==> src/rtl/mem_access_unit.sv <==
// rtl/mem_access_unit.sv - RV32I memory-stage load/store access unit
// Single outstanding request, word-wide valid/ready bus with rvalid read return.
module mem_access_unit (
  input  logic        clk,
  input  logic        rst,
  input  logic        req_valid,
  output logic        req_ready,
  input  logic        req_we,
  input  logic [31:0] req_addr,
  input  logic [31:0] req_wdata,
  input  logic [2:0]  req_funct3,
  output logic        resp_valid,
  output logic        resp_fault,
  output logic [31:0] resp_rdata,
  output logic [1:0]  resp_sum_low,
  output logic [2:0]  resp_ld_type,
  output logic        mem_valid,
  input  logic        mem_ready,
  output logic        mem_we,
  output logic [31:0] mem_addr,
  output logic [31:0] mem_wdata,
  output logic [3:0]  mem_wstrb,
  input  logic        mem_rvalid,
  input  logic [31:0] mem_rdata
);

  typedef enum logic [1:0] {IDLE, REQ, RDATA, DONE} state_t;

  state_t      state, state_next;
  logic        accept;
  logic        fault_now;
  logic [3:0]  strb_now;
  logic [31:0] wdata_now;

  logic        we_q;
  logic        fault_q;
  logic [1:0]  sum_low_q;
  logic [2:0]  funct3_q;
  logic [31:0] addr_q;
  logic [31:0] wdata_q;
  logic [3:0]  wstrb_q;
  logic [31:0] rdata_q;

  assign accept = req_valid && (state == IDLE);

  always_comb begin
    fault_now = 1'b0;
    strb_now  = 4'b0000;
    wdata_now = req_wdata;
    if (req_we) begin
      fault_now = (req_funct3 > 3'b010);
    end else begin
      fault_now = (req_funct3 == 3'b011) || (req_funct3 == 3'b110) ||
                  (req_funct3 == 3'b111);
    end
    if ((req_funct3[1:0] == 2'b01) && req_addr[0])
      fault_now = 1'b1;
    if ((req_funct3[1:0] == 2'b10) && (req_addr[1:0] != 2'b00))
      fault_now = 1'b1;
    // Lane replication lets memory pick bytes purely by strobe.
    case (req_funct3[1:0])
      2'b00: begin
        strb_now  = 4'b0001 << req_addr[1:0];
        wdata_now = {4{req_wdata[7:0]}};
      end
      2'b01: begin
        strb_now  = 4'b0011 << {req_addr[1], 1'b0};
        wdata_now = {2{req_wdata[15:0]}};
      end
      default: begin
        strb_now  = 4'b1111;
        wdata_now = req_wdata;
      end
    endcase
  end

  always_ff @(posedge clk or posedge rst) begin
    if (rst) begin
      state <= IDLE;
    end else begin
      state <= state_next;
    end
  end

  always_comb begin
    state_next = state;
    case (state)
      IDLE:    if (accept) state_next = fault_now ? DONE : REQ;
      REQ:     if (mem_ready) state_next = we_q ? DONE : RDATA;
      RDATA:   if (mem_rvalid) state_next = DONE;
      DONE:    state_next = IDLE;
      default: state_next = IDLE;
    endcase
  end

  always_ff @(posedge clk or posedge rst) begin
    if (rst) begin
      we_q      <= 1'b0;
      fault_q   <= 1'b0;
      sum_low_q <= 2'b00;
      funct3_q  <= 3'b000;
      addr_q    <= 32'h0;
      wdata_q   <= 32'h0;
      wstrb_q   <= 4'b0000;
      rdata_q   <= 32'h0;
    end else if (accept) begin
      we_q      <= req_we;
      fault_q   <= fault_now;
      sum_low_q <= req_addr[1:0];
      funct3_q  <= req_funct3;
      addr_q    <= {req_addr[31:2], 2'b00};
      wdata_q   <= req_we ? wdata_now : 32'h0;
      wstrb_q   <= (req_we && !fault_now) ? strb_now : 4'b0000;
      rdata_q   <= 32'h0;
    end else if ((state == RDATA) && mem_rvalid) begin
      rdata_q   <= mem_rdata;
    end
  end

  assign req_ready    = (state == IDLE);
  assign mem_valid    = (state == REQ);
  assign mem_we       = (state == REQ) && we_q;
  assign mem_addr     = addr_q;
  assign mem_wdata    = wdata_q;
  assign mem_wstrb    = wstrb_q;
  assign resp_valid   = (state == DONE);
  assign resp_fault   = (state == DONE) && fault_q;
  assign resp_rdata   = ((state == DONE) && !we_q && !fault_q) ? rdata_q : 32'h0;
  assign resp_sum_low = sum_low_q;
  assign resp_ld_type = funct3_q;

endmodule

==> config.mk <==
export PLATFORM = sky130hd
export DESIGN_NAME = mem_access_unit
export DESIGN_NICKNAME = d
export VERILOG_FILES = /design/src/rtl/mem_access_unit.sv
export SDC_FILE = /design/constraint.sdc
export NUM_CORES = 1
export LEC_CHECK = 0
export ABC_AREA = 1
export CORE_ASPECT_RATIO = 2
export CORE_MARGIN = 3
export CORE_UTILIZATION = 42
export CTS_CLUSTER_DIAMETER = 60
export DETAILED_ROUTE_END_ITERATION = 10
export PLACE_DENSITY = 0.8
export SYNTH_ARGS = -nofsm -noshare
export SYNTH_HDL_FRONTEND = slang
export SYNTH_SLANG_ARGS = --single-unit
==> constraint.sdc <==
create_clock -name clk -period 3.9 [get_ports clk]
set_clock_uncertainty 0.05 [all_clocks]
set_input_delay 0.39 -clock clk [delete_from_list [all_inputs] [get_ports clk]]
set_output_delay 0.39 -clock clk [all_outputs]
set_load 0.05 [all_outputs]
==> impl_metrics.toml, run 1 <==
[yosys]
synthTopCellsByCount = "nand2_1 (187), dfrtp_1 (107), nor2_1 (77), inv_1 (51), o21ai_0 (38)"
async_flop_share = 1.00
post-synth-top-count-cell = "nand2_1"
yosysWarnings = 0
yosys_register_bits = 107
yosys.area.top_type = "dfrtp_1"
synth_edf_count = 0
netlist_area_um2 = 4830
ys_top_cells_by_area = "dfrtp_1 (55%), nand2_1 (15%), nor2_1 (6.0%)"
ys_types = 24
avgSynthCellArea_um2 = 8.14
syn_inst = 594
seq_area_frac_synth = 0.554
synth_ff_type = "dfrtp_1"
yosys.area.top_type_share = 0.554

[timing]
relSlewSlack = 0.276
setup_viol = 0
timing.fmax_mhz = 311
hold_viol = 0
hold_slack_ns = 0.431
timing.setup.tns_ns = 0
slew_violations = 0
fin_crit_sh = 0.824
period_needed_ns = 3.22
rsz0062_at_grt = "false"
tightest_slew_ns = 1.09

[pwr]
pwr_density_cell_nw_per_um2 = 809
peakVddDrop_mv = 0.433
p_leak_nw = 3.41

[detailed_routing]
drc = 0
wl_per_cell_um = 15.9
ant_nets = 0
totalWireLength_um = 14800
vias_per_cell = 4.98
vias = 4635
drt_iter0_drc = 280
dr.pass1.iters = 4

[clock_network]
root_buffer = "clkbuf_16"
cts_inserted_buffers = 9
cts.repair.resized = 0
cts_buffer_depth = 2
clock_sinks = 107
htree_levels = 3
cts_tree = "built"
cts.clk_slew.worst_paths_ns = 0.07
cts.hold.buffers_added = 0
clock_latency_ns = 0.32
post_cts_buffers = 0

[critical_path]
path_max_fanout = 32
crit_path_max_incr_delay_ns = 0.88
worstSetupPathType = "flop to output pin"
crit_slowest_cell = "clkdlybuf4s50_1"
setup.worst_path.end_class = "output pin"
critPathLaunchType = "flop"
crit_required_ns = 3.46
cp_top_family = "simple AND/OR/NAND/NOR gates"
rrSetupSlack_ns = 1.33
path_buf_inv = 1
worstPathArrival_ns = 2.78
path_cells = "ha_1 -> nand2_1 -> nor2_1 -> clkdlybuf4s50_1"

[grt]
grt_max_degree = 90
antenna_found_initial = 0
grt_use_total = 0.229
grt-ovfl-total = 0
grt_pass1_vias = 4707
grt_pass1_wl_um = 22700

[status]
status = "finished, final reports clean"

[finish]
diodes = 0
drive_above_1_share = 0.0354
fin_nets = 896
area_growth_syn_to_layout_pct = 48.9

[floorplan]
start_util = 0.436
pin_count = 215
rows = 54
die-area_um2 = 12900
die_x_um = 81.9
die_h_um = 158
placeableCoreArea_um2 = 11100

[place]
io_buffers = 212
dpl.hpwl_um = 11000
place.gp.congestion = 0.815

[min_path]
hold_path.class = "flop to flop"

[flow_run]
max_cap_viol_count = 0
[path summary, 6_finish.rpt]
| path | start | endpoint | cells after the start |
|---|---|---|---|
| worst max-delay path | state[1]$_DFFE_PP0P_ | resp_rdata[3] | 4 |
| worst min-delay path | mem_addr[25]$_DFFE_PP0P_ | mem_addr[25]$_DFFE_PP0P_ | 2 |
| worst max register to register | state[1]$_DFFE_PP0P_ | rdata_q[13]$_DFFE_PP0P_ | 6 |
| worst min register to register | mem_addr[25]$_DFFE_PP0P_ | mem_addr[25]$_DFFE_PP0P_ | 2 |
| max in group asynchronous | rst | mem_addr[14]$_DFFE_PP0P_ | 3 |
| min in group asynchronous | rst | mem_addr[17]$_DFFE_PP0P_ | 2 |
[power breakdown]
group	switching, mW	internal, mW
registers	0.228	1.59
clock network	0.400	0.435
logic	2.18	0.983
total	2.81	3.01
[per-stage QoR]
| stage | utilization | instances | power, mW | setup WS [ns] | cell area [um^2] |
|---|---|---|---|---|---|
| global placement | 0.625 | 916 | 4.93 | 1.28 | 6930 |
| finish | 0.650 | 931 | 5.82 | 0.685 | 7200 |
| global route | 0.650 | 931 | 6.16 | 0.523 | 7200 |
| CTS | 0.650 | 931 | 5.87 | 0.711 | 7200 |
| floorplan | - | 595 | 3.96 | 0.643 | 4840 |
| detailed placement | 0.625 | 916 | 5.01 | 1.08 | 6930 |
[routing by layer]
metal	up-vias	GRT usage	part of all wire
met1	2168	0.239	0.35
met3	43	0.0581	0.072
li1	2223	-	-
met2	201	0.406	0.53
met4	0	0.124	0.048
met5	-	0	0
[tightest hold or removal path, cell delays in order, from the launching register on]
cell	delay, ns
dfrtp_1	0.34
nand2_1	0.05
nand2_1	0.05
[kinds of logic (layout without fill, tap and decap cells)]
logic type,after synthesis,count (layout),synth area share
buf+inv,89,285,0.0914
fa+ha+maj,4,4,0.0104
simple gates,317,317,0.265
compound gates,76,76,0.0789
other cells,1,2,0.000776
flops,107,107,0.554
[state kept, by name, indices dropped and copies added (netlist names)]
| signal | count |
|---|---|
| fault_q | 1 |
| mem_addr | 30 |
| mem_wdata | 32 |
| mem_wstrb | 4 |
| rdata_q | 32 |
| resp_ld_type | 3 |
| resp_sum_low | 2 |
| state | 2 |
| we_q | 1 |
[layout by cell type, fill, tap and decap left out, types with 3 or more instances in the layout]
cell type,instances
clkdlybuf4s50_1,212
nand2_1,187
dfrtp_1,107
nor2_1,77
inv_1,50
o21ai_0,38
nand3_1,34
a21oi_1,19
o21ai_1,18
clkbuf_16,9
nor3_1,8
nand4_1,4
ha_1,4
inv_2,3
nor2_2,3
buf_4,3
[cell type report]
class / instances / area (um^2)
Timing Repair Buffer: 215 / 2140
Inverter: 55 / 209
Tap cell: 140 / 175
Clock buffer: 10 / 229
Multi-Input combinational cell: 399 / 1720
Fill cell: 940 / 3880
Sequential cell: 107 / 2680
Clock inverter: 5 / 38.8
Power figures use the tool's default switching activity.
==> run 2, diff against run 1 <==
clock period = 3.3 ns   (was 3.9 ns; I/O delays follow)
==> impl_metrics.toml, run 2 (synthesis results as in run 1) <==
[pwr]
seq_power_share = 0.310
p_int_mw = 3.62
p_leak_nw = 3.42
p_sw_frac = 0.478
total_power_mw = 6.94
clockPowerShare = 0.149
pwr_density_cell_nw_per_um2 = 961
peakVddDrop_mv = 0.572
netSwitchingPower_mw = 3.32
combPwrFrac = 0.541

[min_path]
hold_path.class = "input pin to asynchronous set/reset pin"

[detailed_routing]
wl_per_cell_um = 16.0
totalWireLength_um = 14900
drc = 0
drt_iter0_drc = 269
vias_per_cell = 5.02
ant_nets = 0
dr.pass1.iters = 4
vias = 4676

[critical_path]
setup.worst_path.end_class = "output pin"
worstSetupPathType = "flop to output pin"
cp_top_family = "simple AND/OR/NAND/NOR gates"
path_cells = "ha_1 -> nand2_1 -> nor2_1 -> clkdlybuf4s50_1"
reg2reg_from = "state[1]$_DFFE_PP0P_"
path_buf_inv = 1
crit_required_ns = 2.92
path_max_fanout = 32
worstPathArrival_ns = 2.73
critPathLaunchType = "flop"
crit_slowest_cell = "clkdlybuf4s50_1"
crit_path_max_incr_delay_ns = 0.86
critPathLaunch = "state[1]$_DFFE_PP0P_"

[place]
io_buffers = 212
dpl.hpwl_um = 11200
place.gp.congestion = 0.828
pre_cts_ws_ns = 0.588

[clock_network]
post_cts_buffers = 0
clock_latency_ns = 0.33
cts.clk_slew.worst_paths_ns = 0.06
cts.hold.buffers_added = 0
htree_levels = 3
cts_inserted_buffers = 9
cts.repair.resized = 0
clock_sinks = 107
cts_buffer_depth = 2
root_buffer = "clkbuf_16"
cts_tree = "built"

[grt]
grt_use_total = 0.228
grt-ovfl-total = 0
grt_pass1_vias = 4679
antenna_found_initial = 0
grt_pass1_wl_um = 22500
grt_max_degree = 65

[floorplan]
start_util = 0.436
die_x_um = 81.9
rows = 54
die_h_um = 158
placeableCoreArea_um2 = 11100
die-area_um2 = 12900
pin_count = 215

[finish]
final_common_cell = "clkdlybuf4s50_1"
multi_input_area_um2 = 1720
fillers = 914
regArea_um2 = 2680
final_cell_mix = "clkdlybuf4s50_1 (212), nand2_1 (187), dfrtp_1 (107), nor2_1 (77), inv_1 (50)"
fin_nets = 898
diodes = 0
drive_above_1_share = 0.0367
area_growth_syn_to_layout_pct = 49.4

[timing]
hold_viol = 0
setup_viol = 0
relSlewSlack = 0.328
slew_violations = 0
timing.setup.tns_ns = 0
period_needed_ns = 3.11
setup_slack_ns = 0.187
tightest_slew_ns = 1.00
timing.fmax_mhz = 321
rsz0062_at_grt = "false"
fin_crit_sh = 0.943

[status]
status = "finished, final reports clean"

[flow_run]
max_cap_viol_count = 0
==> run 2: changes by cell type in the layout (fill, tap and decap cells not counted) <==
cell / previous run / this run
buf_4: 3 / 5
bufinv_16: 0 / 1
clkbuf_1: 1 / 0
clkinv_2: 1 / 0
clkinv_4: 1 / 0
clkinvlp_4: 1 / 2
inv_6: 2 / 1
==> run 2: power groups by stage <==
stage                     Sequential [mW]  Clock, mW  Combinational [mW]
after floorplan                      3.39          0                1.29
after global placement               2.14          0                3.68
after detailed placement             2.17          0                3.76
after CTS                            2.15       1.06                3.78
after global routing                 2.21       1.11                4.00
final                                2.15       1.04                3.75
==> run 2: worst paths after layout <==
| path | endpoint | slack [ns] | cells after the start |
|---|---|---|---|
| hold reg to reg | mem_addr[25]$_DFFE_PP0P_ | 0.43 | 2 |
| setup / recovery | resp_rdata[4] | 0.19 | 4 |
| min in group clk | mem_addr[25]$_DFFE_PP0P_ | 0.43 | 2 |
| setup reg to reg | rdata_q[20]$_DFFE_PP0P_ | 0.94 | 6 |
| hold / removal | rdata_q[22]$_DFFE_PP0P_ | 0.40 | 2 |
| max in group asynchronous | mem_addr[28]$_DFFE_PP0P_ | 1.94 | 3 |
==> run 2: stage by stage <==
stage	hold WS [ns]	utilization	instance area (um^2)	std cells
final	0.400	0.652	7220	931
after global routing	0.447	0.652	7220	931
after CTS	0.418	0.652	7220	931
after detailed placement	0.415	0.627	6950	918
after global placement	0.412	0.627	6950	918
after floorplan	0.390	-	4840	595
==> run 2: routing by layer <==
metal / global-route usage / part of all wire / vias to the layer above
met5: 0 / 0 / -
met4: 0.134 / 0.054 / 0
met3: 0.0478 / 0.059 / 54
met2: 0.408 / 0.53 / 194
met1: 0.237 / 0.35 / 2208
li1: - / - / 2220
==> run 2: layout make-up <==
cell class / count / area share
sequential: 107 / 0.371
timing repair buffer: 217 / 0.299
multi-input combinational: 399 / 0.239
clock buffer: 9 / 0.0312
inverter: 55 / 0.0289
tap: 140 / 0.0242
clock inverter: 4 / 0.00745
==> run 2: worst reg2reg max path, delay by kind of cell, from the launching register on <==
| family | cells | cell delay [ns] |
|---|---|---|
| compound gates | 1 | 0.13 |
| fa+ha+maj | 1 | 0.28 |
| buf+inv | 2 | 0.68 |
| flops | 1 | 0.42 |
| simple gates | 2 | 0.70 |
